==> src/rtl/ram_pkg.sv <==
// ram_pkg: shared types and widths for the RAM command master
package ram_pkg;
    localparam int RAM_DATA_W = 8;
    localparam int RAM_DIN_W  = 10;
    typedef enum logic [1:0] {
        CMD_WR_ADDR = 2'b00,
        CMD_WR_DATA = 2'b01,
        CMD_RD_ADDR = 2'b10,
        CMD_RD_DATA = 2'b11
    } ram_cmd_t;
    typedef enum logic [2:0] {IDLE, ADDR, DATA, WAIT_RD, RESP} master_state_t;
endpackage

==> src/rtl/ram_rd_timer.sv <==
// ram_rd_timer: read-wait counter; clr zeroes it, inc counts, expired when count == MAX-1
// Ports: clk, rst (sync, active-high), clr, inc, expired
module ram_rd_timer #(
    parameter int MAX = 16
) (
    input  logic clk,
    input  logic rst,
    input  logic clr,
    input  logic inc,
    output logic expired
);
    logic [7:0] cnt;
    always_ff @(posedge clk)
        if (rst || clr) cnt <= '0;
        else if (inc) cnt <= cnt + 8'd1;
    assign expired = cnt == 8'(MAX - 1);
endmodule

==> src/rtl/ram_cmd_master.sv <==
// ram_cmd_master: issues two-word RAM commands per request and returns a held response
// Ports: req_* request handshake (valid/ready, wr, addr, wdata); rsp_* response handshake
// (valid/ready, data, err); ram_din/ram_rx_valid command words to the RAM; ram_dout/ram_tx_valid
// read data from the RAM. All outputs are registered. Define RAM_MASTER_TIMEOUT_EN to build
// the TIMEOUT-cycle read timeout; otherwise reads wait forever and rsp_err stays 0.
module ram_cmd_master
    import ram_pkg::*;
#(
    parameter int TIMEOUT = 16
) (
    input  logic                  clk,
    input  logic                  rst,
    input  logic                  req_valid,
    output logic                  req_ready,
    input  logic                  req_wr,
    input  logic [RAM_DATA_W-1:0] req_addr,
    input  logic [RAM_DATA_W-1:0] req_wdata,
    output logic                  rsp_valid,
    input  logic                  rsp_ready,
    output logic [RAM_DATA_W-1:0] rsp_data,
    output logic                  rsp_err,
    output logic [RAM_DIN_W-1:0]  ram_din,
    output logic                  ram_rx_valid,
    input  logic [RAM_DATA_W-1:0] ram_dout,
    input  logic                  ram_tx_valid
);
    master_state_t state, nxt;
    logic wr_q;
    logic [RAM_DATA_W-1:0] addr_q, wdata_q, d_data;
    logic [RAM_DIN_W-1:0] d_din;
    logic d_rxv, d_err, expired;
`ifdef RAM_MASTER_TIMEOUT_EN
    ram_rd_timer #(.MAX(TIMEOUT)) u_timer (
        .clk(clk),
        .rst(rst),
        .clr(state == DATA),
        .inc(state == WAIT_RD),
        .expired(expired)
    );
`else
    localparam int unused_timeout = TIMEOUT;
    assign expired = 1'b0;
`endif
    // Outputs are registered from the values they must carry in the next state, so the
    // address word appears the cycle after acceptance.
    always_comb begin
        nxt = state;
        d_din = '0;
        d_rxv = 1'b0;
        d_data = '0;
        d_err = 1'b0;
        case (state)
            IDLE:
                if (req_valid && req_ready) begin
                    nxt = ADDR;
                    d_din = {req_wr ? CMD_WR_ADDR : CMD_RD_ADDR, req_addr};
                    d_rxv = 1'b1;
                end
            ADDR: begin
                nxt = DATA;
                d_din = {wr_q ? CMD_WR_DATA : CMD_RD_DATA, wr_q ? wdata_q : 8'h00};
                d_rxv = 1'b1;
            end
            DATA: nxt = wr_q ? RESP : WAIT_RD;
            WAIT_RD:
                if (ram_tx_valid) begin
                    nxt = RESP;
                    d_data = ram_dout;
                end else if (expired) begin
                    nxt = RESP;
                    d_err = 1'b1;
                end
            RESP: begin
                nxt = rsp_ready ? IDLE : RESP;
                d_data = rsp_ready ? '0 : rsp_data;
                d_err = rsp_ready ? 1'b0 : rsp_err;
            end
            default: nxt = IDLE;
        endcase
    end
    always_ff @(posedge clk)
        if (rst) begin
            state <= IDLE;
            req_ready <= 1'b0;
            rsp_valid <= 1'b0;
            rsp_data <= '0;
            rsp_err <= 1'b0;
            ram_din <= '0;
            ram_rx_valid <= 1'b0;
        end else begin
            state <= nxt;
            req_ready <= nxt == IDLE;
            rsp_valid <= nxt == RESP;
            rsp_data <= d_data;
            rsp_err <= d_err;
            ram_din <= d_din;
            ram_rx_valid <= d_rxv;
        end
    always_ff @(posedge clk)
        if (state == IDLE && req_valid && req_ready) begin
            wr_q <= req_wr;
            addr_q <= req_addr;
            wdata_q <= req_wdata;
        end
endmodule

==> config.mk <==
export PLATFORM = sky130hd
export DESIGN_NAME = ram_cmd_master
export DESIGN_NICKNAME = d
export VERILOG_FILES = /design/src/rtl/ram_pkg.sv /design/src/rtl/ram_rd_timer.sv /design/src/rtl/ram_cmd_master.sv
export SDC_FILE = /design/constraint.sdc
export NUM_CORES = 1
export LEC_CHECK = 0
export ABC_AREA = 1
export ABC_CLOCK_PERIOD_IN_PS = 1500
export CORE_ASPECT_RATIO = 1.4
export CORE_MARGIN = 1.5
export CORE_UTILIZATION = 42
export DETAILED_ROUTE_END_ITERATION = 10
export HOLD_SLACK_MARGIN = 0.12
export MAX_ROUTING_LAYER = met4
export PLACE_DENSITY = 0.77
export SYNTH_ARGS = -nofsm -noshare
export SYNTH_HDL_FRONTEND = slang
export SYNTH_SLANG_ARGS = --single-unit
==> constraint.sdc <==
create_clock -name clk -period 1.5 [get_ports clk]
set_input_delay 0.375 -clock clk [delete_from_list [all_inputs] [get_ports clk]]
set_output_delay 0.375 -clock clk [all_outputs]
set_load 0.05 [all_outputs]
# == Yosys cells after proc, flatten, opt, wreduce, memory -nomap -nowiden ==
# Cells that the tools add are included.
# totals
out_inout_bits,22
elab_cells,34
in_bits,30
reg_bits,33
# op_classes
eq_ne,6
reduce_logical,5
n_mux,15
# ops
operator,count
$mux W8,3
$pmux W10 S2,1
$pmux W8 S2,1
$pmux W3 S5,1
$mux W3,4
$mux W10,1
$eq A3 B2 Y1 const B,2
$eq A3 B3 Y1 const B,2
$logic_not A3 Y1,2
$mux W2,2
$eq A3 B1 Y1 const B,1
$logic_and A1 B1 Y1,3
$ne A2 B2 Y1 const B,1
$pmux W1 S2,1
$mux W1,1

# == Logic depth before layout (Yosys ltp) ==
# logic_depth
word_depth,4
ltp_mapped,6
ltp_nobuf,6

# == Least setup slack after synthesis ==
# No wires, ideal clock.
# synth_path
kind,register to register
from,reg req_ready
to,"reg wdata_q[0], enable pin"
path_buffers,0
path_stages_with_launch,3
t_required_ps,1157
period_less_slack_ps,1441
arrival_time_ps,1098
setup_ps,343
slack_ps,59
path_cell_list,dfxtp_1 -> nand3_2 -> nor2_4
# synth_via
elab_chain_cells,1
# synth_rtl
element,line,text
from (decl),ram_cmd_master.sv:14,"output logic req_ready,"
from (signal assigned),ram_cmd_master.sv:84,req_ready <= 1'b0;
from (signal assigned),ram_cmd_master.sv:92,req_ready <= nxt == IDLE;
$logic_and A1 B1 Y1,ram_cmd_master.sv:100,if (state == IDLE && req_valid && req_ready) begin
to (signal assigned),ram_cmd_master.sv:103,wdata_q <= req_wdata;
to (decl),ram_cmd_master.sv:29,"logic [RAM_DATA_W-1:0] addr_q, wdata_q, d_data;"
# Every way passes these cells.
# A chain may end at the register's enable or synchronous reset.

==> out/qor.yml <==
cts_buffers: 5
max_freq_ghz: 0.757
post_cts_resized: 0
synth_most_common_cell: "nand3_1"
drc: 0
clk_pin_slew_ns: 0.06
place_hpwl_um: 2470
io_buffers: 50
grt_max_degree: 19
synthesis.instances: 128
die_area_um2: 3460
grt_use_total: 0.209
wl_per_cell_um: 14.2
yosys.area_share.adder: 0
routed-via-count: 1127
grt_pass1_vias: 1087
min_from: "wdata_q[3]$_DFFE_PP_"
yosysSeqAreaShare: 0.574
core_um2: 2910
die_y_um: 69.0
period_needed_ns: 1.32
worst_ep_required_time_ns: 1.72
crit_family: "simple AND/OR/NAND/NOR gates"
fin_skew_ns: 0.00330
crit_path_end_kind: "register"
cp_num_buf_inv: 1
via_per_inst: 5.08
yosysWarningCount: 0
tns_ns: 0
final_layout_size_suffix_gt1_frac: 0.308
ys.flop_type: "dfxtp_1"
slowest_delay_ns: 0.48
rows: 23
antenna_cells: 0
synth.area.top_cells: "dfxtp_1 37%, edfxtp_1 21%, nand3_1 10%"
cts_root_buf: "clkbuf_8"
whs_path_depth: 2
async_flop_share: 0
tightest_slew_ns: 0.500
antenna_left: 0
p_leak_nw: 0.835
synthesis.nets: 158
rsz0062_at_grt: "no"
status: "finished clean"
clk_path_buf_depth: 2
first_iter_violations: 20
htreeDepth: 2
yosys.area_share.simple: 0.293
synth.avg_cell_area_um2: 10.2
syn-cell-area_um2: 1310
synth_seq_cells: 33
worst_r2r_startpoint: "state[2]$_SDFF_PP0_"
nNetsFinal: 214
stdcell_area_um2: 2160
synth_mux_area_frac: 0
cp-start-kind: "input port"
hp-class: "register to register"
peakVddDrop_uv: 737
max-slew-margin-rel: 0.665
synth_edf_count: 9
cts_sinks: 33
worst_path_max_delay_cell: "clkdlybuf4s50_1"
finalCritPeriodShare: 0.880
path_max_fanout: 14
synth_top_family_by_area: "simple AND/OR/NAND/NOR gates"
ys_top_cells_by_count: "26 x nand3_1, 24 x dfxtp_1, 15 x nand2_1"
r2r_end: "ram_din[2]$_SDFF_PP0_"
path_class: "input port to register"
die_w_um: 50.2
initial_core_util: 0.450
gp_congestion: 0.765
synth-compound-area-share: 0.0746
finalSetupViolCount: 0
power.density_nw_per_um2: 912
min_to: "ram_din[3]$_SDFF_PP0_"
area_growth_pct: 65.2
yosys.area_share.xor_xnor: 0
cap_violations: 0
grt_overflow: 0
reg2reg_depth: 3
final_hold_viol_count: 0
dpl_cell_area_um2: 2080
grt_pass1_wl_um: 5060
maxSlewViolCount: 0
path_cells: "clkdlybuf4s50_1 -> nor3_4 -> nand3_1 -> nand2_1"
cp.arrival_ns: 1.54
rrSetupSlack_ns: 0.28
cts_tree: "built"
power_mw: 1.97
crit_cells: 4
grt_antenna_before_repair: 0
synth_cell_type_count: 24
io_pins: 52
ctsHoldBuffers: 0
first_pass_iters: 4
yosysTopAreaCellShare: 0.367
fin_hold_ws_ns: 0.475
clk_latency_ns: 0.28
cts_setup_buffers: 0
routed_wl_um: 3140
synth_top_area_cell: "dfxtp_1"
==> how the worst max path moves through the flow <==
| stage | from | endpoint | slack, ns |
|---|---|---|---|
| finish | rst | ram_din[2]$_SDFF_PP0_ | 0.18 |
| global route | rst | ram_din[2]$_SDFF_PP0_ | 0.07 |
| CTS | rst | ram_din[2]$_SDFF_PP0_ | 0.15 |
| detailed placement | rst | ram_din[2]$_SDFF_PP0_ | -0.12 |
| global placement | req_valid | wdata_q[7]$_DFFE_PP_ | -0.02 |
| floorplan | req_ready$_SDFF_PP0_ | wdata_q[0]$_DFFE_PP_ | 0.06 |
==> worst reg2reg max path, cell delays in order, from the launching register on <==
cell and delay (ns):
dfxtp_1 0.40, nor3_4 0.50, nand3_1 0.16, nand2_1 0.11
==> layout by cell type, fill, tap and decap left out, types with 2 or more instances in the layout <==
| master | Yosys | final |
|---|---|---|
| clkbuf_8 | 0 | 5 |
| edfxtp_1 | 9 | 9 |
| a31oi_1 | 2 | 2 |
| a21oi_1 | 3 | 3 |
| clkbuf_1 | 1 | 3 |
| clkdlybuf4s50_1 | 0 | 29 |
| dfxtp_1 | 24 | 24 |
| inv_1 | 7 | 7 |
| buf_12 | 0 | 22 |
| nand2_2 | 8 | 8 |
| nor2_4 | 4 | 4 |
| nand3_1 | 26 | 26 |
| nor2_1 | 4 | 4 |
| nand4_1 | 5 | 5 |
| a21oi_2 | 8 | 8 |
| nand2_1 | 15 | 15 |
| buf_4 | 2 | 3 |
==> cells by family after synthesis <==
kind of cell    after synthesis
simple gates                 66
flops                        33
buf+inv                      15
compound gates               13
other cells                   1
==> per-stage QoR <==
step                      setup WS [ns]  instances   util
after floorplan                  0.0592        128      -
after global placement          -0.0246        214  0.715
after detailed placement         -0.125        214  0.715
after CTS                         0.154        222  0.743
after global routing             0.0733        222  0.743
final                             0.179        222  0.743
==> metal layers <==
metal	GRT usage	vias up	wire (um)
li1	-	546	-
met1	0.204	529	1180
met2	0.354	47	1720
met3	0.0671	5	172
met4	0.114	0	63
met5	-	-	0
==> where the power goes <==
| part | internal, mW | switching (mW) |
|---|---|---|
| clock network | 0.329 | 0.282 |
| registers | 0.960 | 0.0332 |
| logic | 0.183 | 0.183 |
| total | 1.47 | 0.498 |
==> sequential cells by signal, summed over array words and instances, names as in the netlist <==
register / count
ram_din: 10
ram_rx_valid: 1
req_ready: 1
rsp_data: 8
rsp_valid: 1
state: 3
wdata_q: 8
wr_q: 1
==> area by class of cell <==
class | instances | area, um^2
multi-input combinational | 80 | 484
clock buffer | 8 | 80.1
fill | 201 | 747
inverter | 10 | 45.0
sequential | 33 | 751
tap | 37 | 46.3
timing repair buffer | 54 | 753
Power figures use the tool's default switching activity.
